`src/rtl/dm_write_arbiter.sv`:
```
// Merges four per-core data-memory writes into one registered memory write port, one write per cycle.
// Define DM_ARB_RR_EN for round-robin arbitration; otherwise fixed priority (core 0 highest).
module dm_write_arbiter (
  input  logic        clk,
  input  logic        rst_n,
  input  logic [3:0]  wr_en_i,
  input  logic [63:0] addr_i,
  input  logic [63:0] data_i,
  input  logic [3:0]  end_i,
  output logic [3:0]  status_o,
  output logic        mem_we_o,
  output logic [15:0] mem_addr_o,
  output logic [15:0] mem_wdata_o,
  output logic [3:0]  grant_o,
  output logic [3:0]  ovf_o,
  output logic [15:0] wr_cnt_o,
  output logic        all_done_o
);

  logic [3:0]  slot_valid_q, slot_valid_d;
  logic [15:0] slot_addr_q [4];
  logic [15:0] slot_addr_d [4];
  logic [15:0] slot_data_q [4];
  logic [15:0] slot_data_d [4];
  logic [3:0]  ovf_q, ovf_d;

  logic        mem_we_q;
  logic [15:0] mem_addr_q;
  logic [15:0] mem_wdata_q;
  logic [3:0]  grant_q;
  logic [15:0] wr_cnt_q;
  logic        all_done_q;

  logic        sel_any;
  logic [1:0]  sel_idx;
  logic [1:0]  cand;
  logic [3:0]  sel_oh;

`ifdef DM_ARB_RR_EN
  logic [1:0]  rr_ptr_q;
`endif

  assign status_o    = ~slot_valid_q;
  assign mem_we_o    = mem_we_q;
  assign mem_addr_o  = mem_addr_q;
  assign mem_wdata_o = mem_wdata_q;
  assign grant_o     = grant_q;
  assign ovf_o       = ovf_q;
  assign wr_cnt_o    = wr_cnt_q;
  assign all_done_o  = all_done_q;

  // Pick one valid slot; in round-robin mode the scan starts just after the last winner.
  always_comb begin
    sel_any = 1'b0;
    sel_idx = 2'd0;
    cand    = 2'd0;
    for (int i = 0; i < 4; i++) begin
`ifdef DM_ARB_RR_EN
      cand = rr_ptr_q + 2'd1 + 2'(i);
`else
      cand = 2'(i);
`endif
      if (!sel_any && slot_valid_q[cand]) begin
        sel_any = 1'b1;
        sel_idx = cand;
      end
    end
    sel_oh = sel_any ? (4'b0001 << sel_idx) : 4'b0000;
  end

  // A slot accepts a new request when empty or when it is being drained this cycle.
  always_comb begin
    slot_valid_d = slot_valid_q;
    slot_addr_d  = slot_addr_q;
    slot_data_d  = slot_data_q;
    ovf_d        = ovf_q;
    for (int k = 0; k < 4; k++) begin
      if (wr_en_i[k] && (!slot_valid_q[k] || sel_oh[k])) begin
        slot_valid_d[k] = 1'b1;
        slot_addr_d[k]  = addr_i[16*k +: 16];
        slot_data_d[k]  = data_i[16*k +: 16];
      end else if (sel_oh[k]) begin
        slot_valid_d[k] = 1'b0;
      end else if (wr_en_i[k]) begin
        ovf_d[k] = 1'b1;
      end
    end
  end

  always_ff @(posedge clk or negedge rst_n) begin
    if (!rst_n) begin
      slot_valid_q <= 4'b0000;
      for (int k = 0; k < 4; k++) begin
        slot_addr_q[k] <= 16'h0000;
        slot_data_q[k] <= 16'h0000;
      end
      ovf_q       <= 4'b0000;
      mem_we_q    <= 1'b0;
      mem_addr_q  <= 16'h0000;
      mem_wdata_q <= 16'h0000;
      grant_q     <= 4'b0000;
      wr_cnt_q    <= 16'h0000;
      all_done_q  <= 1'b0;
`ifdef DM_ARB_RR_EN
      rr_ptr_q    <= 2'd3;
`endif
    end else begin
      slot_valid_q <= slot_valid_d;
      slot_addr_q  <= slot_addr_d;
      slot_data_q  <= slot_data_d;
      ovf_q        <= ovf_d;
      mem_we_q     <= sel_any;
      grant_q      <= sel_oh;
      if (sel_any) begin
        mem_addr_q  <= slot_addr_q[sel_idx];
        mem_wdata_q <= slot_data_q[sel_idx];
        if (wr_cnt_q != 16'hFFFF) begin
          wr_cnt_q <= wr_cnt_q + 16'd1;
        end
`ifdef DM_ARB_RR_EN
        rr_ptr_q <= sel_idx;
`endif
      end
      all_done_q <= (&end_i) & ~(|slot_valid_q) & ~mem_we_q;
    end
  end

endmodule
```
`config.mk`:
```
export PLATFORM = sky130hd
export DESIGN_NAME = dm_write_arbiter
export DESIGN_NICKNAME = d
export VERILOG_FILES = /design/src/rtl/dm_write_arbiter.sv
export SDC_FILE = /design/constraint.sdc
export NUM_CORES = 1
export LEC_CHECK = 0
export CORE_ASPECT_RATIO = 1.4
export CORE_MARGIN = 3
export CORE_UTILIZATION = 25
export DETAILED_ROUTE_END_ITERATION = 10
export SLEW_MARGIN = 30
export SYNTH_ARGS = -nofsm -noshare
export SYNTH_HDL_FRONTEND = slang
export SYNTH_SLANG_ARGS = --single-unit
export TNS_END_PERCENT = 5
```
`constraint.sdc`:
```
create_clock -name clk -period 1.65 [get_ports clk]
set_input_delay 0.165 -clock clk [delete_from_list [all_inputs] [get_ports clk]]
set_output_delay 0.165 -clock clk [all_outputs]
set_load 0.02 [all_outputs]
```
==> results.ini <==
[run]
cap_viol_max_count=0

[logic_synthesis]
yosysTopAreaCell=dfrtp_1
ys_ff_latch=190
synth_area_um2=7840
synth-seq-area-share_pct=60.7
synthArstFlopShare_pct=100
netlist_top_cells_count=190 x dfrtp_1, 98 x mux2_2, 38 x nor2_1
synth_nets=700
avgSynthCellArea_um2=14.0
synthFlopType=dfrtp_1
synth_enable_flop_cells=0
yosysMostFrequentCell=dfrtp_1
yosysUniqueCellTypes=40
syn_inst=561
synth_area_leaders=dfrtp_1 61%, mux2_2 14%, mux2_4 5.9%, o221ai_1 3.6%, a22oi_1 3.1%
ys.warnings.count=0
yosys.area.top_type_share_pct=60.7

[worst_hold_path]
holdPathEnd=slot_valid_q[0]$_DFFE_PN0P_
hold_path_depth=2
hp-class=in2reg
hold_start=wr_en_i[0]

[finish]
drive_above_1_share_pct=30.3
fillerInstances=3014
area_delta_synth_final_pct=46.3
nets=941

[global_routing]
antenna_found_initial=3
grt_first_pass_wirelength_um=35700
grtUsageTotal_pct=14.0
grt_max_degree=52
grt_pass1_vias=6008
gr-total-overflow=0

[floorplan]
start_util_pct=25.4
die_area_um2=33500
dieWidth_um=156
core_area_um2=30800
ios=200
rows=76
die_h_um=216

[timing]
setup_violations=0
fin_skew_ps=9.65
setup_ws_ps=3.26
finalHoldViolations=0
fmax_mhz=607
finalSetupTns_ps=0
period_needed_ps=1650
slew-limit-headroom_pct=66.8
worst_pin_slew_ps=498
maxSlewViolCount=0
grt_setup_unrepaired=yes
period_share_pct=99.8

[place]
gp_congestion=0.759
dp_slack_ps=28.5
io_buffers=199
dp_hpwl_um=16600

[pwr]
pwr-share-seq_pct=45.1
ir_worst_vdd_mv=0.488
leakage_nw=4.95
pwr-share-clk_pct=33.6
combPwrFrac_pct=21.4
p_int_w=0.00985
power_switching_w=0.00357
power_density_nw_per_um2=1170
switching_share_pct=26.6

[drt]
drc_errors=0
num_vias=5536
drt_wl_total_um=23100
final_antenna_net_count=0
drt_pass1_iterations=4
wire_per_inst_um=19.1
viasPerCell=4.59
dr.first_iter.drc_count=205

[critical_path]
timing.rr.start=wr_cnt_o[1]$_DFFE_PN0P_
critPathMaxStageDelay_ps=470
end_kind=flip-flop
rr_endpoint=wr_cnt_o[6]$_DFFE_PN0P_
crit_path_cell_trace=ha_4, nand4_4, nor4_4, buf_4, or4b_4, xnor2_1
slowest_stage=or4b_4
cp_max_fo=4
rrSetupSlack_ps=3
setup.worst_path.class=reg2reg
rr_worst_depth=6
required_ps=1970
start_kind=flip-flop
arrival_ps=1970

[clock_tree]
cts_buffers=17
clock_sinks=190
cts.htree.levels=4
cts_root_buffer=clkbuf_16
clk_pin_slew_ps=70
clkLatencyLatePin_ps=430
cts_buffer_depth=2
cts_tree=yes

[run_status]
status=complete, no violations

what timing repair did:
item,in CTS,in global routing
buffers inserted,0,1
hold endpoints to repair,46,0
gates resized for setup,26,9
setup endpoints to repair,23,49
hold buffers,1,0
pin swaps,0,3
registers in the layout (all words and copies together), names as in the netlist:
register and flops:
grant_o 4, mem_wdata_o 16, all_done_o 1, mem_we_o 1
mem_addr_o 16, slot_addr_q 64, ovf_o 4, slot_data_q 64
wr_cnt_o 16, slot_valid_q 4
final cells by class:
cell class                      instances  area, um2  area share, %
Tap cell                              390        488           4.26
Clock inverter                         11        179           1.56
Clock buffer                           21        460           4.02
Multi-Input combinational cell        328       2970           25.9
Inverter                                6       22.5          0.196
Sequential cell                       190       4760           41.5
Timing Repair Buffer                  259       2580           22.5
Antenna cell                            2       5.00         0.0436
through the flow:
step	utilization [%]	hold slack, ps	instances	area, um2	total power, W
after global routing	37.2	219	1207	11500	0.0141
after floorplan	-	-131	561	7860	0.00755
after CTS	37.1	213	1204	11400	0.0136
after detailed placement	35.1	173	1171	10800	0.00909
final	37.2	229	1207	11500	0.0134
after global placement	35.1	174	1171	10800	0.00901
worst max-delay path by stage:
stage	from	endpoint
2_1_floorplan	wr_cnt_o[0]$_DFFE_PN0P_	wr_cnt_o[1]$_DFFE_PN0P_
3_3_place_gp	slot_valid_q[2]$_DFFE_PN0P_	wr_cnt_o[15]$_DFFE_PN0P_
3_5_place_dp	slot_valid_q[2]$_DFFE_PN0P_	wr_cnt_o[6]$_DFFE_PN0P_
4_1_cts	slot_valid_q[1]$_DFFE_PN0P_	status_o[1]
5_1_grt	wr_cnt_o[1]$_DFFE_PN0P_	wr_cnt_o[6]$_DFFE_PN0P_
6_report	wr_cnt_o[1]$_DFFE_PN0P_	wr_cnt_o[6]$_DFFE_PN0P_
cells by family after synthesis:
family / Yosys count / synth area share, %
flops: 190 / 60.7
mux: 129 / 20.0
compound gates: 105 / 9.58
simple gates: 78 / 5.32
buf+inv: 43 / 2.59
xor+xnor: 15 / 1.68
fa+ha+maj: 1 / 0.160
critical path: cells and delay by family (launching register included):
family / cells / cell delay [ps]
xor+xnor: 1 / 140
fa+ha+maj: 1 / 170
flops: 1 / 430
buf+inv: 1 / 160
simple gates: 3 / 640
power by group through the flow:
| stage | clock (W) | combinational [W] | sequential (W) |
|---|---|---|---|
| floorplan | 0 | 0.00126 | 0.00628 |
| global placement | 0 | 0.00291 | 0.00610 |
| detailed placement | 0 | 0.00298 | 0.00611 |
| CTS | 0.00464 | 0.00292 | 0.00604 |
| global route | 0.00483 | 0.00311 | 0.00615 |
| finish | 0.00451 | 0.00286 | 0.00604 |
per-layer routing:
| metal | GRT usage, % | vias to the layer above | share of wire [%] |
|---|---|---|---|
| li1 | - | 2534 | - |
| met1 | 17.1 | 2835 | 40 |
| met2 | 23.7 | 136 | 52 |
| met3 | 3.79 | 29 | 5.0 |
| met4 | 5.28 | 2 | 2.6 |
| met5 | 0 | - | 0.056 |
cell usage in the layout (no fill, tap or decap), types with 17 or more instances in the layout:
cell type	count
dlygate4sd2_1	21
clkbuf_16	17
dfrtp_1	186
buf_4	46
mux2_2	98
clkdlybuf4s50_1	171
a21oi_1	32
o221ai_1	32
a22oi_1	32
mux2_4	31
nor2_1	36
Power figures use the tool's default switching activity.
